`src/rtl/ft_tx_arbiter.sv`:
```
// ft_tx_arbiter: packet arbiter feeding the FTDI read port from one CPU FIFO and N_IQ IQ FIFOs.
//   clk_i, reset_n               : FTDI clock, async active-low reset
//   iq_data_i/iq_enough_i/iq_mask_i : IQ FIFO read data, packet-ready flags, channel enables
//   iq_re_o, cpu_re_o            : FIFO read enables (1-cycle read latency)
//   cpu_data_i, cpu_wc_i         : CPU FIFO read data and wrapping committed-word count
//   re_i                         : FTDI read request, sampled only while idle
//   data_o, available_o, src_o   : registered output word, packet ready/in progress, source id
module ft_tx_arbiter #(
  parameter int FT_DATA_WIDTH    = 32,
  parameter int IQ_PAIR_WIDTH    = 24,
  parameter int QSTART_BIT_INDEX = 16,
  parameter int N_IQ             = 2,
  parameter int PKT_WORDS        = 1024,
  parameter int WC_WIDTH         = 8,
  parameter int HDR_EN           = 1,
  parameter int CPU_STARVE_LIMIT = 4
) (
  input  logic                          clk_i,
  input  logic                          reset_n,
  input  logic [N_IQ*IQ_PAIR_WIDTH-1:0] iq_data_i,
  input  logic [N_IQ-1:0]               iq_enough_i,
  input  logic [N_IQ-1:0]               iq_mask_i,
  output logic [N_IQ-1:0]               iq_re_o,
  input  logic [FT_DATA_WIDTH-1:0]      cpu_data_i,
  input  logic [WC_WIDTH-1:0]           cpu_wc_i,
  output logic                          cpu_re_o,
  input  logic                          re_i,
  output logic [FT_DATA_WIDTH-1:0]      data_o,
  output logic                          available_o,
  output logic [3:0]                    src_o
);
  localparam int LW = 17;
  localparam int HW = IQ_PAIR_WIDTH / 2;
  typedef enum logic [1:0] {IDLE, HDR, STREAM} state_t;
  state_t state_q, state_d;
  logic [WC_WIDTH-1:0] cpu_done_q, cpu_done_d, cpu_len;
  logic [3:0] rr_q, rr_d, sel_q, sel_d, src_q, src_d, iq_pick;
  logic [15:0] starve_q, starve_d;
  logic [LW-1:0] rem_q, rem_d, len_q, len_d, len_m1;
  logic vld_q, vld_d, avail_q, avail_d, cpu_re_q, cpu_re_d;
  logic [N_IQ-1:0] iq_re_q, iq_re_d, elig;
  logic [FT_DATA_WIDTH-1:0] data_q, data_d, iq_word, hdr;
  logic [IQ_PAIR_WIDTH-1:0] iq_w;
  logic cpu_pend, iq_any, starved, take_iq, cand;
  always_comb begin
    int idx;
    idx = 0;
    cpu_pend = cpu_wc_i != cpu_done_q;
    cpu_len = cpu_wc_i - cpu_done_q;
    elig = iq_enough_i & iq_mask_i;
    iq_any = |elig;
    starved = CPU_STARVE_LIMIT != 0 && starve_q >= 16'(CPU_STARVE_LIMIT);
    take_iq = iq_any && (!cpu_pend || starved);
    cand = cpu_pend || iq_any;
    // descending search so the closest eligible channel after rr_q wins
    iq_pick = '0;
    for (int j = N_IQ - 1; j >= 0; j--) begin
      idx = int'(rr_q) + j;
      if (idx >= N_IQ) idx = idx - N_IQ;
      if (elig[idx]) iq_pick = 4'(idx);
    end
    iq_w = '0;
    for (int k = 0; k < N_IQ; k++)
      if (sel_q == 4'(k + 1)) iq_w = iq_data_i[k*IQ_PAIR_WIDTH +: IQ_PAIR_WIDTH];
    iq_word = '0;
    iq_word[HW-1:0] = iq_w[HW-1:0];
    iq_word[QSTART_BIT_INDEX +: HW] = iq_w[IQ_PAIR_WIDTH-1:HW];
    len_m1 = len_q - 1'b1;
    hdr = '0;
    hdr[31:0] = {8'hA5, sel_q, 4'h0, len_m1[15:0]};
    state_d = state_q;
    cpu_done_d = cpu_done_q;
    rr_d = rr_q;
    sel_d = sel_q;
    src_d = src_q;
    starve_d = starve_q;
    len_d = len_q;
    avail_d = avail_q;
    rem_d = rem_q != '0 ? rem_q - 1'b1 : rem_q;
    // read data is valid the cycle after any read enable
    vld_d = cpu_re_q || (|iq_re_q);
    data_d = vld_q ? (sel_q == '0 ? cpu_data_i : iq_word) : data_q;
    case (state_q)
      IDLE: begin
        avail_d = cand;
        if (re_i && cand) begin
          sel_d = take_iq ? iq_pick + 4'd1 : 4'd0;
          src_d = sel_d;
          len_d = take_iq ? LW'(PKT_WORDS) : LW'(cpu_len);
          rem_d = len_d;
          rr_d = take_iq ? (iq_pick + 4'd1 == 4'(N_IQ) ? 4'd0 : iq_pick + 4'd1) : rr_q;
          cpu_done_d = take_iq ? cpu_done_q : cpu_wc_i;
          starve_d = take_iq ? '0 : (starve_q == '1 ? starve_q : starve_q + 1'b1);
          state_d = HDR_EN != 0 ? HDR : STREAM;
        end
      end
      HDR: begin
        data_d = hdr;
        state_d = STREAM;
      end
      default: begin
        // last payload word registers once no read is outstanding
        if (vld_q && !(cpu_re_q || (|iq_re_q))) begin
          avail_d = 1'b0;
          src_d = '0;
          state_d = IDLE;
        end
      end
    endcase
    cpu_re_d = rem_d != '0 && sel_d == '0;
    for (int k = 0; k < N_IQ; k++) iq_re_d[k] = rem_d != '0 && sel_d == 4'(k + 1);
  end
  always_ff @(posedge clk_i or negedge reset_n) begin
    if (!reset_n) begin
      state_q <= IDLE;
      cpu_done_q <= '0;
      rr_q <= '0;
      sel_q <= '0;
      src_q <= '0;
      starve_q <= '0;
      len_q <= '0;
      rem_q <= '0;
      vld_q <= 1'b0;
      avail_q <= 1'b0;
      cpu_re_q <= 1'b0;
      iq_re_q <= '0;
      data_q <= '0;
    end else begin
      state_q <= state_d;
      cpu_done_q <= cpu_done_d;
      rr_q <= rr_d;
      sel_q <= sel_d;
      src_q <= src_d;
      starve_q <= starve_d;
      len_q <= len_d;
      rem_q <= rem_d;
      vld_q <= vld_d;
      avail_q <= avail_d;
      cpu_re_q <= cpu_re_d;
      iq_re_q <= iq_re_d;
      data_q <= data_d;
    end
  end
  assign data_o = data_q;
  assign available_o = avail_q;
  assign src_o = src_q;
  assign cpu_re_o = cpu_re_q;
  assign iq_re_o = iq_re_q;
endmodule
```
`config.mk`:
```
export PLATFORM = sky130hd
export DESIGN_NAME = ft_tx_arbiter
export DESIGN_NICKNAME = d
export VERILOG_FILES = /design/src/rtl/ft_tx_arbiter.sv
export SDC_FILE = /design/constraint.sdc
export NUM_CORES = 1
export LEC_CHECK = 0
export CAP_MARGIN = 10
export CORE_ASPECT_RATIO = 1.4
export CORE_MARGIN = 4
export CORE_UTILIZATION = 47
export DETAILED_ROUTE_END_ITERATION = 16
export PLACE_DENSITY = 0.79
export SKIP_LAST_GASP = 1
export SLEW_MARGIN = 25
export SYNTH_ARGS = -nofsm -noshare
export SYNTH_HDL_FRONTEND = slang
export SYNTH_SLANG_ARGS = --single-unit
```
`constraint.sdc`:
```
create_clock -name clk_i -period 3.1 [get_ports clk_i]
set_input_delay 0.62 -clock clk_i [delete_from_list [all_inputs] [get_ports clk_i]]
set_output_delay 0.62 -clock clk_i [all_outputs]
set_load 0.05 [all_outputs]
```
==> impl_metrics.json <==
{
  "outcome": "finished clean",
  "setup-tns-final_ps": 0,
  "synth_nets": 832,
  "maxSlewHeadroom": 0.468,
  "cp_slowest_stage_delay_ps": 570,
  "drtIter0Drc": 265,
  "pre_cts_ws_ps": -505,
  "first_pass_iters": 5,
  "cts.htree.levels": 3,
  "cts_tree": "built",
  "r2r_setup_slack_ps": 40,
  "final_cell_mix": "clkdlybuf4s50_1 (133), dfrtp_1 (101), buf_4 (84)",
  "worst_ep_arrival_time_ps": 3270,
  "synth_top_area_frac": 0.409,
  "startpoint_type": "flip-flop",
  "first_global_vias": 6310,
  "yosys.area.top_type": "dfrtp_1",
  "antenna_found_initial": 0,
  "rsz0062_at_grt": "yes",
  "synth_area_um2": 6180,
  "layout-drive-gt1-share": 0.150,
  "finalHoldViolations": 0,
  "cts_made_buffers": 9,
  "clkTransAtPathRegs_ps": 70,
  "fmax_mhz": 327,
  "synth_edf_count": 0,
  "cp_max_fo": 3,
  "synth_area_leaders": "dfrtp_1 (41%), o21ai_0 (5.2%), nand2_1 (5.0%), nor2_1 (4.3%), mux2i_1 (4.2%)",
  "path_class": "flip-flop to flip-flop",
  "cts.path.max_buffers": 2,
  "num_rows": 49,
  "ctsHoldBuffers": 0,
  "via_per_inst": 5.87,
  "grt_usage": 0.251,
  "dpl.cell_count": 1046,
  "critPathBufInv": 2,
  "wire_per_inst_um": 17.9,
  "cp-end-kind": "flip-flop",
  "synth_ff_type": "dfrtp_1",
  "die_w_um": 105,
  "fin_cells": 1064,
  "min_period_ps": 3060,
  "cellLeakagePower_nw": 3.70,
  "route.detailed.drc": 0,
  "fin_crit_sh": 0.987,
  "p_per_area_nw_per_um2": 1090,
  "fp.dieH_um": 144,
  "seq_area_frac_synth": 0.409,
  "cts_sinks": 101,
  "required_ps": 3310,
  "placed_area_um2": 8190,
  "hpwl_um": 14900,
  "fin_nets": 1023,
  "ir_drop_mv": 0.517,
  "ant_nets": 0,
  "final.setup.worst_slack_ps": 39.6,
  "synth_cells": 716,
  "async_flop_share": 1.00,
  "diodes": 0,
  "final_area_um2": 8650,
  "routed_wirelength_um": 19000,
  "start_util": 0.480,
  "grt_pass1_wl_um": 30700,
  "ios": 135,
  "gp_congestion": 0.942,
  "maxCapViolations": 0,
  "crit_family": "simple AND/OR/NAND/NOR gates",
  "cp_slowest_cell": "or4_4",
  "areaGrowthSynthToFinish_pct": 39.9,
  "avgSynthCellArea_um2": 8.63,
  "yosys.cell_types.count": 66,
  "grt_overflow": 0,
  "cts_root_buffer": "clkbuf_16",
  "io_buffers": 134,
  "die_area_um2": 15100,
  "ys_warn_count": 0,
  "setup_viol": 0,
  "synth_seq_cells": 101,
  "num_vias": 6249,
  "skew_ps": 8.93,
  "final_common_cell": "clkdlybuf4s50_1",
  "core_area_um2": 12900,
  "cp_cell_sequence": "or4_4 -> buf_4 -> or3_1 -> o31a_1 -> o41ai_2 -> nand4_1 -> o41ai_2 -> buf_4 -> a211oi_1",
  "grt_max_degree": 102,
  "clock_latency_ps": 340,
  "hold_class": "input pin to async pin",
  "tightest_slew_ps": 797,
  "nFillCells": 1070,
  "maxSlewViolCount": 0
}
==> kinds of logic (layout without fill, tap and decap cells) <==
kind of cell / after synthesis / after routing / synth area share
xor+xnor: 25 / 25 / 0.0354
flops: 101 / 101 / 0.409
fa+ha+maj: 21 / 21 / 0.0437
mux: 26 / 26 / 0.0421
compound gates: 209 / 209 / 0.221
buf+inv: 73 / 268 / 0.0447
simple gates: 261 / 261 / 0.204
==> metal layers <==
layer | GRT usage | wire (um)
met1 | 0.281 | 7580
met2 | 0.471 | 9740
met3 | 0.0548 | 1110
met4 | 0.0864 | 565
met5 | 0 | 0
==> Yosys cell counts (6+ instances only) <==
cell      count
nor4_1       15
nand3_1      19
nor3_1       12
nor2_1       70
a21oi_1      46
clkbuf_1     36
nand2_1      82
a221oi_1     16
o21a_1        9
a22oi_1       9
xnor2_1      15
mux2i_1      26
o22ai_1       7
inv_1        35
or3_1        10
xor2_1       10
nand2b_1     12
nand4_1       6
a21o_1        7
or4_1         6
dfrtp_1     101
o21ai_0      64
ha_1         20
==> sequential cells by signal (all words and copies together) (netlist names), 2 cells and up <==
signal	flops
rem_q	17
len_q	9
cpu_done_q	8
data_o	32
src_o	4
rr_q	4
iq_re_o	2
sel_q	4
state_q	2
starve_q	16
==> repair_timing <==
action,4_1_cts,5_1_grt
pin swaps,3,2
resized for setup,8,22
buffers inserted,1,2
endpoints found under the hold margin,0,0
setup endpoints to repair,3,6
==> report_power, final <==
| group | total (mW) | leakage (nW) | switching [mW] | internal (mW) |
|---|---|---|---|---|
| clock | 1.04 | 0.136 | 0.475 | 0.561 |
| sequential | 2.41 | 1.29 | 0.515 | 1.90 |
| combinational | 5.95 | 2.27 | 3.51 | 2.44 |
| total | 9.39 | 3.70 | 4.50 | 4.89 |
==> final cells by class <==
class | count | area, um^2 | area share
clock inverters | 4 | 23.8 | 0.00275
flip-flops and latches | 101 | 2530 | 0.292
repair buffers | 218 | 1980 | 0.229
well taps | 153 | 191 | 0.0221
multi-input cells | 542 | 3550 | 0.410
clock buffers | 11 | 243 | 0.0281
inverters | 35 | 131 | 0.0152
==> metrics by stage <==
stage                util  hold WS, ps  power (mW)
floorplan               -          324        5.93
global placement    0.636          481        7.90
detailed placement  0.636          474        8.08
CTS                 0.661          357        9.20
global route        0.672          343        10.1
finish              0.672          275        9.39
==> path summary, 6_finish.rpt <==
kind | cells after the start | startpoint | end
max | 9 | rem_q[3] | cpu_re_o
min | 2 | reset_n | data_o[31]
max reg2reg | 9 | rem_q[3] | cpu_re_o
min reg2reg | 1 | src_o[0] | src_o[0]
max in group asynchronous | 2 | reset_n | cpu_done_q[1]
min in group clk_i | 1 | src_o[0] | src_o[0]
No activity file was read; power rests on OpenSTA's default activity.
